File: config.mk
export PLATFORM = sky130hd
export DESIGN_NAME = adc_sum_sq_accum
export DESIGN_NICKNAME = d
export VERILOG_FILES = /design/src/rtl/adc_sum_sq_accum.sv
export SDC_FILE = /design/constraint.sdc
export NUM_CORES = 1
export LEC_CHECK = 0
export CAP_MARGIN = 40
export CORE_MARGIN = 4
export CORE_UTILIZATION = 65
export CTS_CLUSTER_SIZE = 40
export DETAILED_ROUTE_END_ITERATION = 10
export PLACE_DENSITY_LB_ADDON = 0.15
export SLEW_MARGIN = 10
export SYNTH_ARGS = -nofsm -noshare
export SYNTH_HDL_FRONTEND = slang
export SYNTH_SLANG_ARGS = --single-unit
File: constraint.sdc
create_clock -name user_clk -period 6.8 [get_ports user_clk]
set_clock_uncertainty 0.15 [all_clocks]
set_input_delay 1.02 -clock user_clk [delete_from_list [all_inputs] [get_ports user_clk]]
set_output_delay 1.02 -clock user_clk [all_outputs]
set_load 0.02 [all_outputs]
File: src/rtl/adc_sum_sq_accum.sv
// Windowed sum-of-squares accumulator for a 4-sample-per-clock ADC stream.
// Pipeline: S1 squares, S2 lane sum, S3 saturating accumulate and dump.
module adc_sum_sq_accum #(
  parameter int ADC_BITS     = 8,
  parameter int ACC_LEN_LOG2 = 16
) (
  input  logic                  user_clk,
  input  logic                  user_rst_n,
  input  logic [4*ADC_BITS-1:0] adc_data,
  input  logic                  adc_valid,
  input  logic                  sync,
  output logic [31:0]           sum_sq,
  output logic                  sum_valid,
  output logic                  sum_sat,
  output logic [15:0]           dump_count
);

  localparam int SQ_W   = 2*ADC_BITS-1;
  localparam int TERM_W = 2*ADC_BITS+1;
  localparam int ADD_W  = ((TERM_W > 32) ? TERM_W : 32) + 1;

  // S1: per-lane squares
  logic [SQ_W-1:0] sq_d [4];
  logic [SQ_W-1:0] sq_q [4];
  logic            valid1_q, sync1_q;

  generate
    for (genvar gi = 0; gi < 4; gi++) begin : g_sq
      logic signed [ADC_BITS-1:0] smp;
      assign smp       = adc_data[gi*ADC_BITS +: ADC_BITS];
      assign sq_d[gi]  = SQ_W'(smp * smp);
    end
  endgenerate

  // S2: lane sum
  logic [TERM_W-1:0] term_d, term_q;
  logic              valid2_q, sync2_q;

  assign term_d = TERM_W'(sq_q[0]) + TERM_W'(sq_q[1]) + TERM_W'(sq_q[2]) + TERM_W'(sq_q[3]);

  // S3: accumulator and reported results
  logic [31:0]             acc_d, acc_q;
  logic [ACC_LEN_LOG2-1:0] cnt_d, cnt_q;
  logic                    wsat_d, wsat_q;
  logic [31:0]             sum_sq_d, sum_sq_q;
  logic                    sum_valid_d, sum_valid_q;
  logic                    sum_sat_d, sum_sat_q;
  logic [15:0]             dump_count_d, dump_count_q;

  logic [31:0]      add_base;
  logic [ADD_W-1:0] add_full;
  logic             add_ovf;
  logic [31:0]      add_sat;

  // A sync sample discards the partial window, so it adds onto zero.
  assign add_base = sync2_q ? 32'd0 : acc_q;
  assign add_full = ADD_W'(add_base) + ADD_W'(term_q);
  assign add_ovf  = |add_full[ADD_W-1:32];
  assign add_sat  = add_ovf ? 32'hFFFF_FFFF : add_full[31:0];

  always_comb begin
    acc_d        = acc_q;
    cnt_d        = cnt_q;
    wsat_d       = wsat_q;
    sum_sq_d     = sum_sq_q;
    sum_valid_d  = 1'b0;
    sum_sat_d    = sum_sat_q;
    dump_count_d = dump_count_q;
    if (valid2_q) begin
      if (sync2_q) begin
        acc_d  = add_sat;
        cnt_d  = ACC_LEN_LOG2'(1);
        wsat_d = add_ovf;
      end else if (cnt_q == '1) begin
        sum_sq_d     = add_sat;
        sum_sat_d    = wsat_q | add_ovf;
        sum_valid_d  = 1'b1;
        dump_count_d = dump_count_q + 16'd1;
        acc_d        = 32'd0;
        cnt_d        = '0;
        wsat_d       = 1'b0;
      end else begin
        acc_d  = add_sat;
        cnt_d  = cnt_q + ACC_LEN_LOG2'(1);
        wsat_d = wsat_q | add_ovf;
      end
    end
  end

  always_ff @(posedge user_clk or negedge user_rst_n) begin
    if (!user_rst_n) begin
      for (int i = 0; i < 4; i++) sq_q[i] <= '0;
      valid1_q     <= 1'b0;
      sync1_q      <= 1'b0;
      term_q       <= '0;
      valid2_q     <= 1'b0;
      sync2_q      <= 1'b0;
      acc_q        <= 32'd0;
      cnt_q        <= '0;
      wsat_q       <= 1'b0;
      sum_sq_q     <= 32'd0;
      sum_valid_q  <= 1'b0;
      sum_sat_q    <= 1'b0;
      dump_count_q <= 16'd0;
    end else begin
      for (int i = 0; i < 4; i++) sq_q[i] <= sq_d[i];
      valid1_q     <= adc_valid;
      sync1_q      <= adc_valid & sync;
      term_q       <= term_d;
      valid2_q     <= valid1_q;
      sync2_q      <= sync1_q;
      acc_q        <= acc_d;
      cnt_q        <= cnt_d;
      wsat_q       <= wsat_d;
      sum_sq_q     <= sum_sq_d;
      sum_valid_q  <= sum_valid_d;
      sum_sat_q    <= sum_sat_d;
      dump_count_q <= dump_count_d;
    end
  end

  assign sum_sq     = sum_sq_q;
  assign sum_valid  = sum_valid_q;
  assign sum_sat    = sum_sat_q;
  assign dump_count = dump_count_q;

endmodule

==> results of run 1 <==
## area by class of cell
class / count / area share
sequential: 176 / 0.239
tap: 330 / 0.0224
multi-input combinational: 1208 / 0.593
timing repair buffer: 95 / 0.0518
clock inverter: 13 / 0.00957
inverter: 299 / 0.0609
clock buffer: 18 / 0.0233
## stage by stage
step	setup WS, ns	power [mW]	hold slack, ns	instance area, um^2	std cells
floorplan	1.74	6.01	0.181	16700	1739
global placement	1.04	7.01	0.187	17800	2106
detailed placement	0.922	7.26	0.187	17800	2108
CTS	1.38	8.42	0.203	18400	2139
global route	1.04	9.27	0.210	18400	2139
finish	1.39	8.45	0.200	18400	2139
## registers in the layout, indices dropped and copies added (netlist names)
name / cells
sq_q: 56
acc_q: 32
sum_sq: 32
term_q: 17
cnt_q: 16
dump_count: 16
sum_sat: 1
sum_valid: 1
sync1_q: 1
sync2_q: 1
valid1_q: 1
valid2_q: 1
wsat_q: 1
## worst max path at each step
stage | cells after the start | start | end
finish | 18 | adc_data[8] | sq_q[43]$_DFF_PN0_
global route | 18 | adc_data[0] | sq_q[58]$_DFF_PN0_
CTS | 18 | adc_data[8] | sq_q[43]$_DFF_PN0_
detailed placement | 17 | adc_data[17] | sq_q[29]$_DFF_PN0_
global placement | 17 | adc_data[17] | sq_q[29]$_DFF_PN0_
floorplan | 17 | adc_data[6] | sq_q[59]$_DFF_PN0_
## where the power goes
| part | leakage (nW) | switching (mW) | internal [mW] |
|---|---|---|---|
| clock network | 0.298 | 0.442 | 0.587 |
| registers | 2.24 | 0.176 | 1.40 |
| logic | 6.43 | 3.31 | 2.53 |
| total | 8.97 | 3.93 | 4.52 |
## cells in the final DEF, fill, tap and decap left out, types with 6 or more instances in the layout
master	count
xnor2_1	88
nor3_1	22
dfrtp_1	176
a21oi_1	82
nand2_1	111
fa_1	195
nor4_1	6
o21bai_1	6
a21o_1	25
o21ai_0	63
or2_2	9
a21boi_0	6
o2bb2ai_1	24
a31oi_1	19
nand2b_1	19
clkdlybuf4s50_1	84
nor2_1	92
nand4_1	16
xor2_1	31
or3_1	6
nor2b_1	55
and2_1	71
ha_1	126
inv_6	6
and3_1	15
nand3_1	31
buf_4	8
or4_1	6
clkbuf_16	17
inv_1	299
## logic make-up (layout without fill, tap and decap cells)
logic type	after synthesis	after routing	share of synthesized area
xor+xnor	120	120	0.0634
simple gates	479	479	0.151
buf+inv	355	425	0.0819
mux	8	8	0.00502
flops	176	176	0.264
other cells	2	3	0.000450
fa+ha+maj	321	321	0.328
compound gates	277	277	0.106
## layer usage
layer,up-vias,part of all wire
met5,-,0
met4,0,0.025
met3,64,0.035
met2,298,0.52
met1,5965,0.42
li1,5709,-
==> flow_summary_export.csv, run 1 <==
group,metric,value,unit
outcome,outcome,"finished clean",
critical_path,reg2reg_to,"acc_q[20]$_DFFE_PN0P_",
floorplanning,row_count,58,
sta,rsz0062_at_grt,"false",
flow_run,maxCapViolations,0,
layout,final_util,0.730,
hold_path,hp-start,"valid1_q$_DFF_PN0_",
synth,synth_cells,1738,
floorplanning,start_util,0.661,
sta,finalSetupTns,0,ns
sta,fin_crit_sh,0.796,
global_route,grt_pass1_wl,59000,um
clock_network,cts_resized,0,
global_route,gr-usage-all-layers,0.251,
clock_network,numCtsBuffers,17,
sta,drv_slew,0,
layout,nNetsFinal,2154,
hold_path,min_path_type,"flop to flop",
global_route,antenna_found_initial,0,
layout,drive_above_1_share,0.0404,
synth,synth-main-ff-cell,"dfrtp_1",
layout,seqCellArea,4400,um^2
synth,yosys-top-cells-area,"dfrtp_1 26%, fa_1 23%, ha_1 9.4%",
synth,ys_warn_count,0,
floorplanning,die-area,28300,um^2
hold_path,holdPathEnd,"valid2_q$_DFF_PN0_",
placed_design,gp_congestion,0.903,
layout,multi_input_area,10900,um^2
pwr,leakage,8.97,nW
routing,post-route-drc-count,0,
routing,via_count,12000,
pwr,ir_drop,374,uV
global_route,grt_util_met1,0.326,
critical_path,reg2reg_from,"sync2_q$_DFF_PN0_",
sta,worst_pin_slew,0.838,ns
synth,yosysTopAreaCell,"dfrtp_1",
clock_network,clk_pin_slew_worst_paths,0.07,ns
global_route,grt_overflow,0,
critical_path,worstSetupPathType,"primary input to flop",
routing,antenna_left,0,
critical_path,r2r_cells,12,
layout,antennaDiodeCount,0,
routing,drt-pass1-iter-count,5,
routing,drt_iter0_drc,850,
synth,synth_seq_cells,176,
critical_path,required,7.02,ns
synth,ys_seq_area_frac,0.264,
synth,synth_common_cells,"299 x inv_1, 195 x fa_1, 176 x dfrtp_1",
critical_path,cpMaxStageDelayCell,"clkdlybuf4s50_1",
pwr,p_per_area,459,nW/um^2
clock_network,clock_latency,0.44,ns
critical_path,cp.arrival,5.63,ns
critical_path,timing.reg2reg.setup_slack,2.98,ns
synth,yosysTopAreaCellShare,0.264,
clock_network,cts_tree,"done",
clock_network,cts.htree.levels,4,
critical_path,crit_chain,"clkdlybuf4s50_1 -> and2_1 -> ha_1 -> a21oi_1 -> fa_1 -> inv_1 -> ha_1 -> inv_1 -> fa_1 -> inv_1 -> ha_1 -> a21o_1 -> a21oi_1 -> o21ai_0 -> a21oi_1 -> o21ai_0 -> or4_1 -> nand3_1",
critical_path,crit_fanout,12,
clock_network,clock_sinks,176,
synth,synth_edf_count,0,
hold_path,hold_depth,0,
global_route,grt_use_met3,0.0296,
critical_path,critPathMaxStageDelay,0.65,ns
global_route,first_global_vias,12500,
global_route,grt_max_degree,62,
global_route,grtUsageMet2,0.445,
floorplanning,fp.dieW,168,um
critical_path,start_kind,"primary input",
floorplanning,coreArea,25300,um^2
sta,maxClockFrequency,185,MHz
synth,yosysMostFrequentCell,"inv_1",
synth,avgSynthCellArea,9.60,um^2
sta,hold_violations,0,
clock_network,root_buffer,"clkbuf_16",
synth,syn_area,16700,um^2
global_route,busiest_layer,"met2",
floorplanning,die_y,168,um
routing,finalWirelength,33600,um
layout,syn_to_final_growth,10.4,%
clock_network,cts_hold_buffers,0,
sta,setup_viol,0,
clock_network,cts_setup_buffers,0,
placed_design,place_hpwl,26400,um
clock_network,cts.path.max_buffers,2,
critical_path,critPathCaptureType,"flop",
routing,vias_per_cell,5.63,
sta,period_needed,5.41,ns
synth,synthArstFlopShare,1.00,
critical_path,path_buf_inv,4,
layout,fillers,1905,
critical_path,path_delay_family,"adder cells",
synth,synthDistinctLibCells,75,
floorplanning,io-pin-count,86,
placed_design,io_buffers,85,
sta,slew_headroom,0.441,
routing,avgRoutedWirePerCell,15.7,um
(Power assumes the default switching activity.)
==> inputs of run 2 (changes only) <==
CORE_UTILIZATION = 62   (was 65)
clock period = 5.3 ns   (was 6.8 ns; I/O delays follow)
==> run 2 against run 1 <==
  * Hold slack better by 0.011 ns
  * Global-route usage decreased by 1.1 points
  * Critical path depth shrank 3
  * Total power rose by 30%
  * Final cell count up 3.7%
  * Combinational power rose by 31%
  * Count of clock-buffer cells in the layout is 1 lower
  * Core utilization is 0.67 points lower
  * Non-clock buffer count is 73 higher
  * Largest power group unchanged
  * Routed wire length up 0.19%
  * Worst setup slack worse by 1.0 ns
  * Clock power grew 27%
==> flow_summary_export.csv, run 2 (synthesis gave the netlist of run 1 again) <==
group,metric,value,unit
layout,drive_above_1_share,0.0786,
routing,drt_iter0_drc,702,
layout,antennaDiodeCount,0,
pwr,p_per_area,578,nW/um^2
clock_network,cts_resized,0,
clock_network,cts.htree.levels,4,
clock_network,clock_sinks,176,
floorplanning,die-area,29600,um^2
critical_path,crit_top_cell,"fa_1",
critical_path,crit_fanout,14,
routing,avgRoutedWirePerCell,15.2,um
sta,maxClockFrequency,202,MHz
layout,final_util,0.723,
clock_network,clock_latency,0.44,ns
layout,nNetsFinal,2227,
placed_design,placed_area,18400,um^2
global_route,grt_pass1_wl,58200,um
layout,largest_reg_flops,56,
floorplanning,start_util,0.635,
hold_path,min_path_type,"flop to flop",
placed_design,pre_cts_ws,-0.0913,ns
clock_network,cts_hold_buffers,0,
clock_network,cts_setup_buffers,0,
routing,drt-pass1-iter-count,7,
global_route,grt_overflow,0,
critical_path,cpMaxStageDelayCell,"clkdlybuf4s50_1",
sta,rsz0062_at_grt,"false",
global_route,first_global_vias,12400,
layout,layout_commonest_cell,"inv_1",
placed_design,gp_congestion,0.908,
critical_path,worstSetupPathType,"primary input to flop",
outcome,outcome,"finished clean",
critical_path,cp.arrival,5.13,ns
floorplanning,coreArea,26300,um^2
clock_network,root_buffer,"clkbuf_16",
clock_network,numCtsBuffers,17,
placed_design,io_buffers,85,
global_route,antenna_found_initial,0,
layout,syn_to_final_growth,13.9,%
layout,final_cell_mix,"299 x inv_1, 195 x fa_1, 176 x dfrtp_1",
sta,whs,0.211,ns
layout,instances_no_fill,2218,
routing,vias_per_cell,5.47,
sta,worst_pin_slew,0.858,ns
floorplanning,fp.dieW,172,um
routing,post-route-drc-count,0,
routing,antenna_left,0,
sta,drv_slew,0,
routing,finalWirelength,33700,um
floorplanning,io-pin-count,86,
layout,fin_area,19000,um^2
routing,via_count,12100,
sta,fin_ws,0.359,ns
global_route,grt_max_degree,94,
clock_network,cts.path.max_buffers,2,
sta,setup_viol,0,
floorplanning,row_count,59,
pwr,leakage,9.33,nW
global_route,gr-usage-all-layers,0.239,
placed_design,post-place-cells,2185,
critical_path,critPathCaptureType,"flop",
critical_path,required,5.49,ns
sta,slew_headroom,0.428,
critical_path,critPathMaxStageDelay,0.71,ns
floorplanning,die_y,172,um
sta,period_needed,4.94,ns
critical_path,start_kind,"primary input",
sta,hold_violations,0,
clock_network,cts_tree,"done",
layout,regMostFlops,"sq_q",
pwr,finalPower,11.0,mW
pwr,ir_drop,604,uV
critical_path,crit_chain,"clkdlybuf4s50_1 -> nand2_1 -> fa_1 -> inv_1 -> fa_1 -> fa_1 -> inv_1 -> fa_1 -> inv_1 -> ha_1 -> or2_2 -> a21oi_1 -> a21oi_1 -> a31oi_1 -> xnor2_1",
flow_run,maxCapViolations,0,
sta,finalSetupTns,0,ns
placed_design,place_hpwl,26900,um
clock_network,clk_pin_slew_worst_paths,0.07,ns
sta,fin_crit_sh,0.932,
run 2: metal layers:
layer  routed length, um  global-route usage  up-vias
met5                   0                   0        -
met4                 860              0.0731        0
met3                1090              0.0302       55
met2               16800               0.413      252
met1               14900               0.319     5958
li1                    -                   -     5861
run 2: worst paths after layout:
kind | from | endpoint | slack, ns | depth (start not counted)
max reg2reg | sync2_q$_DFF_PN0_ | acc_q[16]$_DFFE_PN0P_ | 1.47 | 11
max | adc_data[7] | sq_q[59]$_DFF_PN0_ | 0.36 | 15
max in group asynchronous | user_rst_n | sq_q[28]$_DFF_PN0_ | 3.81 | 3
min reg2reg | valid1_q$_DFF_PN0_ | valid2_q$_DFF_PN0_ | 0.21 | 0
min | valid1_q$_DFF_PN0_ | valid2_q$_DFF_PN0_ | 0.21 | 0
min in group asynchronous | user_rst_n | sum_sq[2]$_DFFE_PN0P_ | 0.22 | 2
run 2: cell type report:
class	instances	area [um^2]
Multi-Input combinational cell	1208	10900
Fill cell	1975	7280
Sequential cell	176	4400
Timing Repair Buffer	168	1510
Inverter	299	1120
Clock buffer	17	425
Tap cell	335	419
Clock inverter	15	194
run 2: power by group:
part / switching (mW) / internal (mW) / total, mW
clock: 0.590 / 0.720 / 1.31
sequential: 0.229 / 1.80 / 2.03
combinational: 4.15 / 3.49 / 7.64
total: 4.97 / 6.01 / 11.0
run 2: worst max-delay path, delay by kind of cell:
| family | cells | cell delay, ns |
|---|---|---|
| adders and majority gates | 5 | 2.43 |
| buffers and inverters | 4 | 0.86 |
| and+or+nand+nor | 2 | 0.48 |
| AOI/OAI and AO/OA | 3 | 0.42 |
| xor gates and xnor gates | 1 | 0.16 |
==> variant: new RTL, settings of run 1 <==
`ACC_LEN_LOG2`: 16 -> 15.
--- a/src/rtl/adc_sum_sq_accum.sv
+++ b/src/rtl/adc_sum_sq_accum.sv
@@ -3,5 +3,5 @@
 module adc_sum_sq_accum #(
   parameter int ADC_BITS     = 8,
-  parameter int ACC_LEN_LOG2 = 16
+  parameter int ACC_LEN_LOG2 = 15
 ) (
   input  logic                  user_clk,
Check against the original RTL: no difference found for any inputs over 10 cycles, from zero or initial values and one cycle with user_rst_n low; that may be too few to reach the edited logic, so the function may still have changed.
==> variant against run 1 <==
- register-to-register slack is essentially flat
- power shrank 6.9%
- routed wire length shrank 5.6%
- sequential share of layout area grew 0.57 points
- sequential cell count shrank 1
- area after synthesis shrank 3.5%
- worst setup slack lost 0.045 ns
- final area shrank 2.9%
- largest cell class unchanged
- largest power group unchanged
- highest routed layer unchanged
==> variant: results (changes against run 1) <==
| Metric | Value |
|---|---|
| WL final | `31700 um (-5.6%)` |
| Largest register FFs | `56 (unchanged)` |
| Top cells by area, synth | `dfrtp_1 27%, fa_1 24%, ha_1 9.6%, inv_1 6.9%, xnor2_1 5.0%` |
| Worst vdd ir | `0.0003447 V (-7.7%)` |
| Crit path largest cell delay | `0.62 ns (-0.03 ns)` |
| Crit Path Max Fanout | `10 (-2)` |
| Mux contribution to synthesized area | `0.6367% (+0.13 points)` |
| Synth unique cells | `57 (-24%)` |
| H-tree Lvls | `4 (unchanged)` |
| ANT cells | `0 (unchanged)` |
| Port bufs | `85 (unchanged)` |
| Bufs on Longest Clock Path | `2 (unchanged)` |
| R2R Setup Slk | `2.98 ns (about the same)` |
| Status | `completed` |
| Post-Layout Cell Count | `2058 (-3.8%)` |
| Tot GR Track Use | `24.76% (-0.31 points)` |
| Hold slack final | `0.2001 ns (-0.0001750 ns)` |
| Placed cell count | `2026 (-3.9%)` |
| Yosys warns | `0 (unchanged)` |
| Post-Synth XOR/XNOR Area | `6.795% (+0.45 points)` |
| Static Leak | `8.719 nW (-2.8%)` |
| GP Congestion | `0.9030 (about the same)` |
| CP arrival | `5.62 ns (about the same)` |
| Asr flop ratio synth | `100.0% (unchanged)` |
| Area fraction in compound gates after synthesis | `10.81% (+0.16 points)` |
| Vias in the first global route | `11.49k (-8.0%)` |
| Switching share of power | `45.60% (-0.87 points)` |
| First-pass GRT wire length | `54340 um (-7.9%)` |
| Worst slew margin | `55.05% (+11 points)` |
| Post-CTS Setup Inserts | `0 (unchanged)` |
| Crit-path leading delay family | `adder cells` |
| Initial DRC count | `668 (-21%)` |
| Vias | `11.22k (-6.8%)` |
| Adder-Cell Fraction of Synth Area | `34.03% (+1.2 points)` |
| Final net count | `2077 (-3.6%)` |
| Largest net degree at the start of global routing | `82 (+32%)` |
| Share of layout cells above drive strength 1 | `3.518% (-0.52 points)` |
| Cells after Synth | `1654 (-4.8%)` |
| Register area share after synthesis | `27.18% (+0.79 points)` |
| HPWL Detailed | `25040 um (-5.1%)` |
| Commonest cells post-synth | `296 x inv_1, 197 x fa_1, 175 x dfrtp_1` |
## variant: cell count changes after synthesis, moves of 5 or more
cell     before  now
nor4_1        6    0
nand3_1      31   24
or4_1         6    0
nor2b_1      55   42
or2_2         9    4
nor3_1       22    7
nand4_1      16    7
and2_1       71   61
nand2_1     111  123
o21ai_0      63   68
and3_1       15   20
## variant: final timing paths
path	start	end	depth (start not counted)
worst max-delay path	adc_data[17]	sq_q[29]	18
worst min-delay path	valid1_q	valid2_q	0
worst max register to register	sync2_q	sum_sq[20]	11
worst min register to register	valid1_q	valid2_q	0
max in group asynchronous	user_rst_n	sum_sq[30]	3
min in group asynchronous	user_rst_n	sum_sq[0]	1
## variant: logic make-up (layout without fill, tap and decap cells)
logic type,after synthesis,after routing
AO/OA/AOI/OAI,268,268
multiplexers,10,10
buffers and inverters,346,425
flip-flops,175,175
XOR/XNOR,125,125
adder cells (fa/ha/maj),320,320
other,2,3
AND/OR/NAND/NOR,408,408
## variant: power groups by stage
| stage | clock network, W | registers [W] | logic [W] |
|---|---|---|---|
| 2_1_floorplan | 0 | 0.00152 | 0.00417 |
| 3_3_place_gp | 0 | 0.00158 | 0.00507 |
| 3_5_place_dp | 0 | 0.00159 | 0.00528 |
| 4_1_cts | 0.000989 | 0.00157 | 0.00535 |
| 5_1_grt | 0.00104 | 0.00160 | 0.00606 |
| 6_report | 0.000980 | 0.00157 | 0.00531 |
## variant: final cells by class
| type | count | area [um^2] |
|---|---|---|
| Sequential cell | 175 | 4379 |
| Clock buffer | 17 | 425.4 |
| Multi-Input combinational cell | 1134 | 10430 |
| Clock inverter | 15 | 172.7 |
| Timing Repair Buffer | 97 | 975.9 |
| Fill cell | 1773 | 6419 |
| Inverter | 296 | 1111 |
| Tap cell | 324 | 405.4 |
## variant: layer usage
metal	track usage, %	vias up	part of all wire, %
met1	32.00	5551	42
li1	-	5370	-
met4	6.899	0	2.3
met2	44.41	241	52
met5	0	-	0
met3	2.879	53	3.6
## variant: metrics by stage
step	worst slack (ns)	total power, W	instance area, um^2
2_1_floorplan	1.697	0.005697	16120
3_3_place_gp	1.091	0.006653	17240
3_5_place_dp	0.9476	0.006863	17300
4_1_cts	1.335	0.007911	17900
5_1_grt	1.014	0.008702	17900
6_report	1.340	0.007868	17900
